===== src/rtl/booth_pkg.sv =====
// Shared definitions for the iterative radix-4 Booth multiplier:
// FSM states, Booth digit codes and the iteration-count helper.
package booth_pkg;

    typedef enum logic [1:0] {
        IDLE = 2'd0,
        CALC = 2'd1,
        DONE = 2'd2
    } state_t;

    typedef enum logic [2:0] {
        ZERO = 3'd0,
        POS1 = 3'd1,
        POS2 = 3'd2,
        NEG1 = 3'd3,
        NEG2 = 3'd4
    } digit_t;

    // One radix-4 digit per bit pair of the (width+2)-bit extended multiplier.
    function automatic int booth_iter(input int width);
        return width / 2 + 1;
    endfunction

endpackage


===== src/rtl/booth_r4_pp.sv =====
// Radix-4 Booth partial-product generator: recodes one 3-bit multiplier
// window and produces digit * multiplicand, unshifted.
module booth_r4_pp
    import booth_pkg::*;
#(
    parameter int WIDTH = 16
) (
    input  logic        [2:0]       window,
    input  logic        [WIDTH+1:0] mcand,
    output logic signed [WIDTH+2:0] pp
);

    digit_t           digit;
    logic [WIDTH+2:0] m1;
    logic [WIDTH+2:0] m2;

    // The extended multiplicand is always read as signed; one extra bit keeps +/-2A in range.
    assign m1 = {mcand[WIDTH+1], mcand};
    assign m2 = {mcand, 1'b0};

    always_comb begin
        digit = ZERO;
        case (window)
            3'b001, 3'b010: digit = POS1;
            3'b011:         digit = POS2;
            3'b100:         digit = NEG2;
            3'b101, 3'b110: digit = NEG1;
            default:        digit = ZERO;
        endcase
    end

    always_comb begin
        pp = '0;
        case (digit)
            POS1:    pp = m1;
            POS2:    pp = m2;
            NEG1:    pp = -m1;
            NEG2:    pp = -m2;
            default: pp = '0;
        endcase
    end

endmodule


===== src/rtl/booth_mul_seq.sv =====
// Sequential radix-4 Booth multiplier: one partial product per clock,
// runtime signed/unsigned mode, valid/ready on both sides.
module booth_mul_seq
    import booth_pkg::*;
#(
    parameter int WIDTH = 16
) (
    input  logic                 clk,
    input  logic                 rst,
    input  logic                 in_valid,
    output logic                 in_ready,
    input  logic [WIDTH-1:0]     a,
    input  logic [WIDTH-1:0]     b,
    input  logic                 is_signed,
    output logic                 out_valid,
    input  logic                 out_ready,
    output logic [2*WIDTH-1:0]   product,
    output logic                 busy
);

    localparam int ITER  = booth_iter(WIDTH);
    localparam int XW    = WIDTH + 2;
    localparam int ACC_W = 2 * WIDTH + 4;
    localparam int CW    = $clog2(ITER + 1);
    localparam logic [CW-1:0] LAST = CW'(ITER);

    state_t              state;
    state_t              state_next;
    logic [XW-1:0]       a_ext;
    logic [XW:0]         b_sh;
    logic [ACC_W-1:0]    acc;
    logic [CW-1:0]       cnt;
    logic [2*WIDTH-1:0]  product_q;
    logic                out_valid_q;
    logic signed [XW:0]  pp;
    logic [ACC_W-1:0]    pp_wide;
    logic [ACC_W-1:0]    pp_shifted;
    logic [XW-1:0]       a_cap;
    logic [XW-1:0]       b_cap;

    assign a_cap = is_signed ? {{2{a[WIDTH-1]}}, a} : {2'b00, a};
    assign b_cap = is_signed ? {{2{b[WIDTH-1]}}, b} : {2'b00, b};

    // b_sh carries the implicit b[-1]=0 in its LSB, so the window is always b_sh[2:0].
    booth_r4_pp #(
        .WIDTH (WIDTH)
    ) u_pp (
        .window (b_sh[2:0]),
        .mcand  (a_ext),
        .pp     (pp)
    );

    assign pp_wide    = {{(ACC_W - XW - 1){pp[XW]}}, pp};
    assign pp_shifted = pp_wide << {cnt, 1'b0};

    always_ff @(posedge clk) begin
        if (rst) begin
            state <= IDLE;
        end else begin
            state <= state_next;
        end
    end

    always_comb begin
        state_next = state;
        case (state)
            IDLE:    if (in_valid) state_next = CALC;
            CALC:    if (cnt == LAST) state_next = DONE;
            DONE:    if (out_ready) state_next = IDLE;
            default: state_next = IDLE;
        endcase
    end

    // The extra CALC cycle with cnt==LAST moves the finished sum into the output register.
    always_ff @(posedge clk) begin
        if (rst) begin
            a_ext       <= '0;
            b_sh        <= '0;
            acc         <= '0;
            cnt         <= '0;
            product_q   <= '0;
            out_valid_q <= 1'b0;
        end else begin
            case (state)
                IDLE: begin
                    if (in_valid) begin
                        a_ext <= a_cap;
                        b_sh  <= {b_cap, 1'b0};
                        acc   <= '0;
                        cnt   <= '0;
                    end
                end
                CALC: begin
                    if (cnt == LAST) begin
                        product_q <= acc[2*WIDTH-1:0];
                    end else begin
                        acc  <= acc + pp_shifted;
                        cnt  <= cnt + CW'(1);
                        b_sh <= b_sh >> 2;
                    end
                end
                default: ;
            endcase
            out_valid_q <= (state_next == DONE);
        end
    end

    assign in_ready  = (state == IDLE);
    assign busy      = (state != IDLE);
    assign out_valid = out_valid_q;
    assign product   = product_q;

endmodule


===== config.mk =====
export PLATFORM = sky130hd
export DESIGN_NAME = booth_mul_seq
export DESIGN_NICKNAME = d
export VERILOG_FILES = /design/src/rtl/booth_pkg.sv /design/src/rtl/booth_r4_pp.sv /design/src/rtl/booth_mul_seq.sv
export SDC_FILE = /design/constraint.sdc
export NUM_CORES = 1
export LEC_CHECK = 0
export ABC_AREA = 0
export BUFFER_PORTS_ARGS = -buffer_cell sky130_fd_sc_hd__buf_2
export CORE_ASPECT_RATIO = 1.5
export CORE_UTILIZATION = 50
export DETAILED_ROUTE_END_ITERATION = 6
export HOLD_SLACK_MARGIN = 0.08
export PLACE_DENSITY = 0.69
export SLEW_MARGIN = 30
export SYNTH_ARGS = -nofsm -noshare
export SYNTH_HDL_FRONTEND = slang
export SYNTH_SLANG_ARGS = --single-unit

===== constraint.sdc =====
create_clock -name clk -period 7.9 [get_ports clk]
set_clock_uncertainty 0.2 [all_clocks]
set_input_delay 1.58 -clock clk [delete_from_list [all_inputs] [get_ports clk]]
set_output_delay 1.58 -clock clk [all_outputs]
set_load 0.02 [all_outputs]

==> summary.txt, run 1 <==
count of antenna-violating nets left after detailed routing: 0
number of nets at the end of the flow: 1124
Tcrit/Tclk final: 0.729
area overhead of the layout relative to synthesis: 9.50%
Initial DRC Count: 390
crit path from: a_ext[0]
total congestion overflow after global routing: 0
type of origin of the critical path: flip-flop
number of endpoints failing setup at the final stage: 0
count of vias placed by the detailed router: 7575
deepest level of the CTS H-tree: 3
kind of critical path: reg -> reg
register area: 0.00212 mm2
synthesized net count: 1107
clock root buffer: sky130_fd_sc_hd__clkbuf_16
actual transition at the worst max-transition pin: 834 ps
# rows: 54
share of synthesized area occupied by flip-flops and latches: 0.281
effective utilization at floorplan: 0.515
number of sinks handled by clock tree synthesis: 106
total length of routed wires: 21.1 mm
tightest slew margin relative to the limit: 0.443
post-route setup TNS: 0 ps
Hold-fix buffers, CTS: 0
peak fanout along the critical path: 11
synthesized instance count: 1033
clock-pin slew on the worst setup and hold paths: 80 ps
Leak Pwr: 3.41 nW
Synth Warn #: 0
reg2reg end: acc[31]
diodes inserted: 0
area inside the core boundary: 0.0147 mm2
I/O pin count: 72
launch point of the worst reg-to-reg path: a_ext[0]
total of cells resized after clock tree synthesis: 0
crit path capture: acc[31]
class of the tightest hold or removal check: reg -> reg
max-cap viol count: 0
Top FF cell, synth: sky130_fd_sc_hd__dfxtp_1
clock tree from TritonCTS: yes
Initial DRT Pass Iterations: 5
fraction of synthesized cell area taken by the top area cell type: 0.281
post-detailed-placement cell area: 0.00796 mm2
number of storage elements in the synthesis netlist: 106
Final Max Slew Viols: 0
CTS Buf Count: 9
maximum number of pins on one net before global-route repair: 54
slack of the worst reg-to-reg path: 2140 ps
width of the die: 102 um
average footprint of a synthesized cell: 7.30 um2
top post-synthesis cells by count: sky130_fd_sc_hd__nand2_1 (186), sky130_fd_sc_hd__a21oi_1 (136), sky130_fd_sc_hd__dfxtp_1 (106)
layout cell share with drive strength beyond 1: 0.124
worst-skew pair later-pin latency: 360 ps
height of the die: 152 um
post-synthesis cell type with the largest combined area: sky130_fd_sc_hd__dfxtp_1
number of buffers added for setup after CTS: 0
weighted congestion at the end of routability-driven global placement: 0.935
library cells used by synthesis: 79
arrival time of the worst setup path: 5850 ps
Crit. End Element: flip-flop
dominant cell by count in the synthesized netlist: sky130_fd_sc_hd__nand2_1
Synth async-reset ratio: 0
routed vias/inst: 6.06
post-route cell area: 0.00826 mm2
RSZ-0062 raised after global routing: false
I/O Buffers: 71
IR drop worst, VDD: 0.000105 V
floorplan die area: 0.0156 mm2
path depth of the worst reg2reg path: 20
Crit path required time: 7990 ps
vias in the first global route: 7070
first-pass GRT wire length: 34.5 mm
antenna violations before repair: 0
number of fill cells: 1503
Area contributors post-synth: sky130_fd_sc_hd__dfxtp_1 (28%), sky130_fd_sc_hd__nand2_1 (9.3%), sky130_fd_sc_hd__a21oi_1 (9.0%)
detailed-route wire length per cell: 16.9 um
Cell Pwr Density: 165 mW/mm2
maximum clock insertion buffer count: 2
Tot GR Track Use: 0.278
count of endpoints failing hold in the final timing report: 0
area of the mapped netlist: 0.00754 mm2
FMAX: 174 MHz
final critical delay including setup and external delays: 5760 ps
area used by multi-input combinational logic: 0.00505 mm2
HPWL reported at the end of detailed placement: 15.7 mm
Post-synth EDFFs: 0
outcome: finished, final reports clean
post-detailed-route DRC marker count: 0
## per-layer routing
layer  track usage  routed length (um)  part of all wire  vias up
li1              -                   -                 -     3767
met1         0.318                8490              0.40     3495
met2         0.481               10700              0.51      237
met3        0.0399                 782             0.037       76
met4         0.163                1190             0.056        0
met5             0                   0                 0        -
## through the flow
| step | utilization | instances | hold WS, ps | power [mW] | setup WS (ps) |
|---|---|---|---|---|---|
| final | 0.563 | 1251 | 252 | 1.36 | 2140 |
| after global routing | 0.563 | 1251 | 271 | 1.42 | 1620 |
| after CTS | 0.563 | 1251 | 253 | 1.37 | 2080 |
| after detailed placement | 0.543 | 1235 | 243 | 0.916 | 2080 |
| after global placement | 0.542 | 1235 | 240 | 0.913 | 2030 |
| after floorplan | - | 1033 | 232 | 0.833 | 3020 |
## worst max-delay path, stage by stage, from the launching register on
cell and delay (ps):
sky130_fd_sc_hd__dfxtp_1 590, sky130_fd_sc_hd__inv_1 90, sky130_fd_sc_hd__ha_1 290, sky130_fd_sc_hd__nor3b_1 190, sky130_fd_sc_hd__and3_1 300, sky130_fd_sc_hd__a41o_1 260, sky130_fd_sc_hd__a211oi_1 560, sky130_fd_sc_hd__mux2i_1 240
sky130_fd_sc_hd__mux2_2 330, sky130_fd_sc_hd__o21ai_0 150, sky130_fd_sc_hd__o21ai_0 150, sky130_fd_sc_hd__ha_1 450, sky130_fd_sc_hd__nand3_1 140, sky130_fd_sc_hd__nor4_1 510, sky130_fd_sc_hd__o211ai_1 160, sky130_fd_sc_hd__nand2_1 160
sky130_fd_sc_hd__o221ai_1 160, sky130_fd_sc_hd__a21oi_1 270, sky130_fd_sc_hd__a31oi_1 90, sky130_fd_sc_hd__or2_0 220, sky130_fd_sc_hd__o211ai_1 160
## layout by cell type, fill, tap and decap left out, types with 13 or more instances in the layout
cell type and instances:
sky130_fd_sc_hd__o21ai_0 44, sky130_fd_sc_hd__ha_1 36, sky130_fd_sc_hd__a22oi_1 17, sky130_fd_sc_hd__nor3_1 17
sky130_fd_sc_hd__nor2_1 66, sky130_fd_sc_hd__buf_4 14, sky130_fd_sc_hd__inv_1 23, sky130_fd_sc_hd__a21o_1 17
sky130_fd_sc_hd__mux2i_1 13, sky130_fd_sc_hd__a31oi_1 14, sky130_fd_sc_hd__xnor2_1 19, sky130_fd_sc_hd__buf_2 70
sky130_fd_sc_hd__nand3_1 52, sky130_fd_sc_hd__a211oi_1 20, sky130_fd_sc_hd__a21oi_1 135, sky130_fd_sc_hd__nand2_1 186
sky130_fd_sc_hd__xor2_1 14, sky130_fd_sc_hd__dfxtp_1 106
## worst min-delay path by stage
stage,startpoint,end,cells past startpoint
floorplan,b_sh[17],b_sh[17],2
global placement,product[5],product[5],2
detailed placement,product[10],product[10],2
CTS,product[10],product[10],2
global route,b_sh[8],b_sh[8],2
finish,product[16],product[16],2
## logic make-up after synthesis
| group | share of synthesized area |
|---|---|
| compound gates | 0.279 |
| xor+xnor | 0.0395 |
| fa+ha+maj | 0.0624 |
| buf+inv | 0.0537 |
| flops | 0.281 |
| mux | 0.0426 |
| simple gates | 0.241 |
## power breakdown
group / switching [mW] / leakage (nW) / internal, mW / total (mW)
logic: 0.206 / 2.41 / 0.124 / 0.330
registers: 0.0260 / 0.861 / 0.553 / 0.579
clock network: 0.231 / 0.138 / 0.222 / 0.453
total: 0.463 / 3.41 / 0.899 / 1.36
## registers in the layout, indices dropped and copies added (netlist names)
signal     flops
state          2
acc           32
cnt            4
out_valid      1
product       32
b_sh          18
a_ext         17
## final cells by class
class / count / share of cell area
clock buffer: 10 / 0.0277
sequential: 106 / 0.257
inverter: 26 / 0.0118
timing repair buffer: 84 / 0.0551
clock inverter: 6 / 0.00742
tap: 196 / 0.0297
multi-input combinational: 823 / 0.611
No activity file was read; power rests on OpenSTA's default activity.
==> run 2, diff against run 1 <==
--- a/config.mk
+++ b/config.mk
@@ -5,7 +5,7 @@
 export SDC_FILE = /design/constraint.sdc
 export NUM_CORES = 1
 export LEC_CHECK = 0
-export ABC_AREA = 0
+export ABC_AREA = 1
 export BUFFER_PORTS_ARGS = -buffer_cell sky130_fd_sc_hd__buf_2
 export CORE_ASPECT_RATIO = 1.5
 export CORE_UTILIZATION = 50
==> constraint.sdc (replaced) <==
create_clock -name clk -period 5.7 [get_ports clk]
set_clock_uncertainty 0.2 [all_clocks]
set_input_delay 1.14 -clock clk [delete_from_list [all_inputs] [get_ports clk]]
set_output_delay 1.14 -clock clk [all_outputs]
set_load 0.02 [all_outputs]
==> summary.txt, run 2 <==
outcome: finished, final reports clean
width of the die: 101 um (-0.85%)
final critical delay including setup and external delays: 4620 ps (-1140 ps)
first-pass GRT wire length: 36.2 mm (+4.7%)
CTS Buf Count: 9 (unchanged)
Tcrit/Tclk final: 0.811 (+0.0815)
HPWL reported at the end of detailed placement: 17.4 mm (+11%)
Initial DRC Count: 408 (+4.6%)
Crit path largest cell delay: 440 ps (-150 ps)
Crit path required time: 5740 ps (-2250 ps)
IR drop worst, VDD: 0.000164 V (+56%)
number of nets at the end of the flow: 1296 (+15%)
number of sinks handled by clock tree synthesis: 106 (unchanged)
tightest slew margin relative to the limit: 0.419 (-0.0237)
number of fill cells: 1515 (+0.80%)
layout cell share with drive strength beyond 1: 0.117 (-0.00763)
maximum clock insertion buffer count: 2 (unchanged)
post-synthesis cell type with the largest combined area: sky130_fd_sc_hd__dfxtp_1
floorplan die area: 0.0153 mm2 (-1.7%)
number of buffers added for setup after CTS: 0 (unchanged)
I/O pin count: 72 (unchanged)
count of antenna-violating nets left after detailed routing: 0 (unchanged)
effective utilization at floorplan: 0.510 (-0.00417)
worst hold path startpoint: b_sh[17]
Cell Pwr Density: 242 mW/mm2 (+47%)
cell with the largest stage delay on the worst path: sky130_fd_sc_hd__ha_1
area inside the core boundary: 0.0145 mm2 (-0.92%)
crit path from: a_ext[0]
sum of internal, switching and leakage power: 1.97 mW (+44%)
detailed-route wire length per cell: 16.1 um (-4.7%)
number of storage elements in the synthesis netlist: 106 (unchanged)
Synth Warn #: 0 (unchanged)
Tot GR Track Use: 0.308 (+0.0299)
kind of critical path: reg -> reg
class of the tightest hold or removal check: reg -> reg
I/O Buffers: 71 (unchanged)
peak fanout along the critical path: 6 (-5)
Initial DRT Pass Iterations: 5 (unchanged)
post-detailed-route DRC marker count: 0 (unchanged)
diodes inserted: 0 (unchanged)
average footprint of a synthesized cell: 6.26 um2 (-14%)
type of origin of the critical path: flip-flop
met3 track demand over resource: 0.0512 (+0.0113)
fraction of synthesized cell area taken by the top area cell type: 0.286 (+0.00494)
total of cells resized after clock tree synthesis: 0 (unchanged)
Area contributors post-synth: sky130_fd_sc_hd__dfxtp_1 (29%), sky130_fd_sc_hd__nand2_1 (14%), sky130_fd_sc_hd__nor2_1 (7.5%)
area of the mapped netlist: 0.00741 mm2 (-1.7%)
Final Max Slew Viols: 0 (unchanged)
Synth async-reset ratio: 0 (unchanged)
Top cell by count, worst path: sky130_fd_sc_hd__nand2_1
synthesized net count: 1258 (+14%)
total congestion overflow after global routing: 0 (unchanged)
clock tree from TritonCTS: yes
antenna violations before repair: 0 (unchanged)
commonest cells after routing, fill and taps aside: sky130_fd_sc_hd__nand2_1 (275), sky130_fd_sc_hd__nor2_1 (147), sky130_fd_sc_hd__a21oi_1 (109), sky130_fd_sc_hd__dfxtp_1 (106), sky130_fd_sc_hd__o21ai_0 (101)
routed vias/inst: 5.58 (-7.8%)
actual transition at the worst max-transition pin: 870 ps (+35.8 ps)
most common cell after layout, fill and taps aside: sky130_fd_sc_hd__nand2_1
arrival time of the worst setup path: 4660 ps (-1190 ps)
area overhead of the layout relative to synthesis: 9.82%
Crit. End Element: flip-flop
met2 Usage GRT: 0.566 (+0.0847)
height of the die: 151 um (-0.86%)
max-cap viol count: 0 (unchanged)
dominant cell by count in the synthesized netlist: sky130_fd_sc_hd__nand2_1
top post-synthesis cells by count: sky130_fd_sc_hd__nand2_1 (276), sky130_fd_sc_hd__nor2_1 (148), sky130_fd_sc_hd__a21oi_1 (109)
count of vias placed by the detailed router: 7944 (+4.9%)
deepest level of the CTS H-tree: 3 (unchanged)
post-detailed-placement cell area: 0.00784 mm2 (-1.6%)
worst-skew pair later-pin latency: 370 ps (about the same)
layer with the highest usage after global routing: met2
synthesized instance count: 1184 (+15%)
library cells used by synthesis: 50 (-37%)
Hold-fix buffers, CTS: 0 (unchanged)
count of endpoints failing hold in the final timing report: 0 (unchanged)
launch point of the worst reg-to-reg path: a_ext[0]
maximum number of pins on one net before global-route repair: 56 (+3.7%)
post-route cell area: 0.00814 mm2 (-1.4%)
clock-pin slew on the worst setup and hold paths: 80 ps (about the same)
share of synthesized area occupied by flip-flops and latches: 0.286 (+0.00494)
# rows: 54 (unchanged)
Top FF cell, synth: sky130_fd_sc_hd__dfxtp_1
Leak Pwr: 3.82 nW (+12%)
Post-synth EDFFs: 0 (unchanged)
clock root buffer: sky130_fd_sc_hd__clkbuf_16
post-route setup TNS: 0 ps (unchanged)
RSZ-0062 raised after global routing: false
total length of routed wires: 22.9 mm (+8.4%)
weighted congestion at the end of routability-driven global placement: 0.966 (+3.3%)
vias in the first global route: 7417 (+4.9%)
number of endpoints failing setup at the final stage: 0 (unchanged)
global-route met1 utilization: 0.320 (+0.00241)
FMAX: 216 MHz (+25%)
[run 2: cell types whose count changed in the layout (fill, tap and decap cells not counted), moves of 11 or more]
cell,change
sky130_fd_sc_hd__xnor2_1,-18
sky130_fd_sc_hd__nand3_1,+39
sky130_fd_sc_hd__nand4_1,+14
sky130_fd_sc_hd__a22oi_1,-17
sky130_fd_sc_hd__mux2i_1,-13
sky130_fd_sc_hd__o21ai_0,+57
sky130_fd_sc_hd__o21ai_1,+22
sky130_fd_sc_hd__a21oi_1,-26
sky130_fd_sc_hd__inv_1,+72
sky130_fd_sc_hd__nor2_1,+81
sky130_fd_sc_hd__a211oi_1,-19
sky130_fd_sc_hd__nand2b_1,-11
sky130_fd_sc_hd__xor2_1,-11
sky130_fd_sc_hd__nand2_1,+89
[run 2: critical path, delay by kind of cell (launching register included)]
kind	cells	cell delay, ps
DFF	1	350
AOI/OAI and AO/OA	10	1380
and+or+nand+nor	16	1760
adders and majority gates	2	700
buffers and inverters	1	110
[run 2: final timing paths]
check	to	slack, ps	cells past startpoint
setup / recovery	acc[25]	1080	29
setup reg to reg	acc[25]	1080	29
hold reg to reg	b_sh[17]	280	2
hold / removal	b_sh[17]	280	2
[run 2: report_power, final]
part | internal (mW) | switching [mW] | leakage [nW] | total (mW)
clock | 0.323 | 0.327 | 0.151 | 0.651
sequential | 0.772 | 0.0341 | 0.862 | 0.806
combinational | 0.162 | 0.349 | 2.80 | 0.510
[run 2: final cells by class]
type | count | area, um2 | share of cell area
Clock buffer | 10 | 239 | 0.0294
Inverter | 106 | 398 | 0.0489
Clock inverter | 6 | 65.1 | 0.00799
Sequential cell | 106 | 2120 | 0.261
Multi-Input combinational cell | 921 | 4660 | 0.573
Timing Repair Buffer | 78 | 408 | 0.0501
Tap cell | 196 | 245 | 0.0301
[run 2: kinds of logic (layout without fill, tap and decap cells)]
group                    after synthesis  after routing  synth area share
buffers and inverters                157            200            0.0852
XOR/XNOR                               4              4           0.00473
flip-flops                           106            106             0.286
adder cells (fa/ha/maj)               37             37            0.0635
AND/OR/NAND/NOR                      582            582             0.341
AO/OA/AOI/OAI                        298            298             0.220
[run 2: per-layer routing]
layer	vias up	part of all wire
met5	-	0
met4	0	0.060
met3	86	0.038
met2	199	0.51
met1	3611	0.39
li1	4048	-
[run 2: per-stage QoR]
stage                     cells  setup slack (ps)  utilization  hold slack [ps]
after floorplan            1184              2240            -              245
after global placement     1407              1080        0.539              253
after detailed placement   1407              1130        0.539              263
after CTS                  1423              1110        0.560              276
after global routing       1423               600        0.560              289
final                      1423              1080        0.560              275
==> run 3, diff against run 2 <==
--- a/config.mk
+++ b/config.mk
@@ -5,7 +5,7 @@
 export SDC_FILE = /design/constraint.sdc
 export NUM_CORES = 1
 export LEC_CHECK = 0
-export ABC_AREA = 1
+export ABC_AREA = 0
 export BUFFER_PORTS_ARGS = -buffer_cell sky130_fd_sc_hd__buf_2
 export CORE_ASPECT_RATIO = 1.5
 export CORE_UTILIZATION = 50
==> constraint.sdc (replaced) <==
create_clock -name clk -period 4.3 [get_ports clk]
set_clock_uncertainty 0.2 [all_clocks]
set_input_delay 0.86 -clock clk [delete_from_list [all_inputs] [get_ports clk]]
set_output_delay 0.86 -clock clk [all_outputs]
set_load 0.02 [all_outputs]
==> summary.txt, run 3 (same netlist as run 1, synthesis figures left out) <==
outcome: complete, but fails checks
violations in the final reports: setup timing
count of endpoints failing hold in the final timing report: 0 (unchanged)
post-detailed-route DRC marker count: 0 (unchanged)
count of antenna-violating nets left after detailed routing: 0 (unchanged)
actual transition at the worst max-transition pin: 887 ps (+16.5 ps)
# rows: 54 (unchanged)
worst-skew pair later-pin latency: 360 ps (about the same)
width of the die: 102 um (+0.86%)
weighted congestion at the end of routability-driven global placement: 1.01 (+4.5%)
Initial DRT Pass Iterations: 6 (+1)
deepest level of the CTS H-tree: 3 (unchanged)
clock tree from TritonCTS: yes
RSZ-0062 raised after global routing: true
most common cell after layout, fill and taps aside: sky130_fd_sc_hd__buf_4
Setup Slack @ Placement: -679 ps (-1810 ps)
number of placed instances with taps included: 1411 (+0.28%)
class of the tightest hold or removal check: reg -> reg
kind of critical path: reg -> reg
floorplan die area: 0.0156 mm2 (+1.7%)
peak fanout along the critical path: 4 (-2)
maximum number of pins on one net before global-route repair: 46 (-18%)
clock-pin slew on the worst setup and hold paths: 90 ps (about the same)
diodes inserted: 0 (unchanged)
total congestion overflow after global routing: 0 (unchanged)
Crit path required time: 4330 ps (-1410 ps)
commonest cells after routing, fill and taps aside: sky130_fd_sc_hd__buf_4 (212), sky130_fd_sc_hd__nand2_1 (182), sky130_fd_sc_hd__a21oi_1 (117), sky130_fd_sc_hd__dfxtp_1 (103), sky130_fd_sc_hd__buf_2 (70)
total length of routed wires: 26.0 mm (+13%)
area inside the core boundary: 0.0147 mm2 (+0.93%)
Leak Pwr: 4.62 nW (+21%)
tightest slew margin relative to the limit: 0.407 (-0.0118)
final critical delay including setup and external delays: 5010 ps (+388 ps)
final cell count without fillers: 1461 (+2.7%)
Tcrit/Tclk final: 1.17 (+0.354)
IR drop worst, VDD: 0.000201 V (+22%)
type of origin of the critical path: flip-flop
first-pass GRT wire length: 40.0 mm (+11%)
vias in the first global route: 8355 (+13%)
antenna violations before repair: 0 (unchanged)
Hold-fix buffers, CTS: 0 (unchanged)
area overhead of the layout relative to synthesis: 40.8%
arrival time of the worst setup path: 5040 ps (+380 ps)
I/O Buffers: 71 (unchanged)
Final Max Slew Viols: 0 (unchanged)
Crit. End Element: flip-flop
clock root buffer: sky130_fd_sc_hd__clkbuf_16
Initial DRC Count: 426 (+4.4%)
FMAX: 200 MHz (-7.7%)
number of nets at the end of the flow: 1334 (+2.9%)
I/O pin count: 72 (unchanged)
max-cap viol count: 0 (unchanged)
layout cell share with drive strength beyond 1: 0.355 (+0.238)
number of endpoints failing setup at the final stage: 21 (+21)
final worst slack: -711 ps (-1790 ps)
count of vias placed by the detailed router: 8671 (+9.2%)
post-route setup TNS: -8740 ps (-8740 ps)
CTS Buf Count: 9 (unchanged)
detailed-route wire length per cell: 17.8 um (+11%)
routed vias/inst: 5.93 (+6.3%)
Cell Pwr Density: 273 mW/mm2 (+13%)
HPWL reported at the end of detailed placement: 18.3 mm (+5.5%)
maximum clock insertion buffer count: 2 (unchanged)
post-detailed-placement cell area: 0.00945 mm2 (+21%)
post-route cell area: 0.0106 mm2 (+30%)
effective utilization at floorplan: 0.515 (+0.00417)
number of sinks handled by clock tree synthesis: 106 (unchanged)
Tot GR Track Use: 0.327 (+0.0189)
height of the die: 152 um (+0.86%)
run 3: changes by cell type in the layout (fill, tap and decap cells not counted), sizes merged, moves of 17 or more:
cell | before | now
buf | 78 | 294
a21oi | 110 | 136
inv | 110 | 27
nor2 | 155 | 68
a22oi | 0 | 17
o21ai | 128 | 44
nand3 | 98 | 52
xnor2 | 1 | 19
a211oi | 1 | 20
nand2 | 284 | 186
run 3: report_power, final:
| group | switching [mW] | internal (mW) | total [mW] | leakage, nW |
|---|---|---|---|---|
| Sequential | 0.0300 | 1.02 | 1.05 | 0.862 |
| Clock | 0.442 | 0.409 | 0.851 | 0.140 |
| Combinational | 0.532 | 0.470 | 1.00 | 3.62 |
| Total | 1.00 | 1.90 | 2.90 | 4.62 |
run 3: layout make-up:
| cell class | instances | area, um2 |
|---|---|---|
| Fill cell | 1197 | 4040 |
| Tap cell | 196 | 245 |
| Timing Repair Buffer | 294 | 2110 |
| Clock buffer | 10 | 229 |
| Clock inverter | 6 | 60.1 |
| Inverter | 26 | 100 |
| Sequential cell | 106 | 2130 |
| Multi-Input combinational cell | 823 | 5750 |
run 3: worst paths after layout:
kind,cells past startpoint,end,startpoint,slack [ps]
hold / removal,2,product[25],product[25],250
setup reg to reg,19,acc[30],a_ext[6],-710
hold reg to reg,2,product[25],product[25],250
setup / recovery,19,acc[30],a_ext[6],-710
run 3: metal layers:
| layer | vias to the layer above | GRT usage | share of wire |
|---|---|---|---|
| met5 | - | 0 | 0 |
| met3 | 110 | 0.0578 | 0.047 |
| met2 | 267 | 0.600 | 0.53 |
| met1 | 4099 | 0.328 | 0.36 |
| met4 | 0 | 0.210 | 0.065 |
| li1 | 4195 | - | - |
run 3: timing repair:
action                                  4_1_cts  5_1_grt
gates cloned                                  0        0
pin swaps                                    51       50
setup buffers                                25       13
resized for setup                            74       65
endpoints found under the setup margin       24       25
run 3: critical path, stage by stage (launching register included):
cell	delay (ps)
sky130_fd_sc_hd__dfxtp_2	320
sky130_fd_sc_hd__or4_4	580
sky130_fd_sc_hd__buf_6	150
sky130_fd_sc_hd__buf_6	110
sky130_fd_sc_hd__nor4_4	340
sky130_fd_sc_hd__xor2_1	200
sky130_fd_sc_hd__o22ai_1	110
sky130_fd_sc_hd__a21o_1	190
sky130_fd_sc_hd__mux4_2	490
sky130_fd_sc_hd__mux2i_1	190
sky130_fd_sc_hd__o2bb2ai_2	100
sky130_fd_sc_hd__ha_1	320
sky130_fd_sc_hd__nand4_1	240
sky130_fd_sc_hd__nor4_2	430
sky130_fd_sc_hd__o21ai_1	170
sky130_fd_sc_hd__nand2_1	140
sky130_fd_sc_hd__a41oi_4	140
sky130_fd_sc_hd__a211oi_2	230
sky130_fd_sc_hd__nand4b_1	140
sky130_fd_sc_hd__a31oi_1	80
run 3: metrics by stage:
step | hold WS [ps] | utilization | power [mW]
final | 253 | 0.725 | 2.90
after global routing | 274 | 0.725 | 3.01
after CTS | 254 | 0.697 | 2.83
after floorplan | 232 | - | 1.56
after detailed placement | 243 | 0.645 | 1.90
after global placement | 239 | 0.644 | 1.89
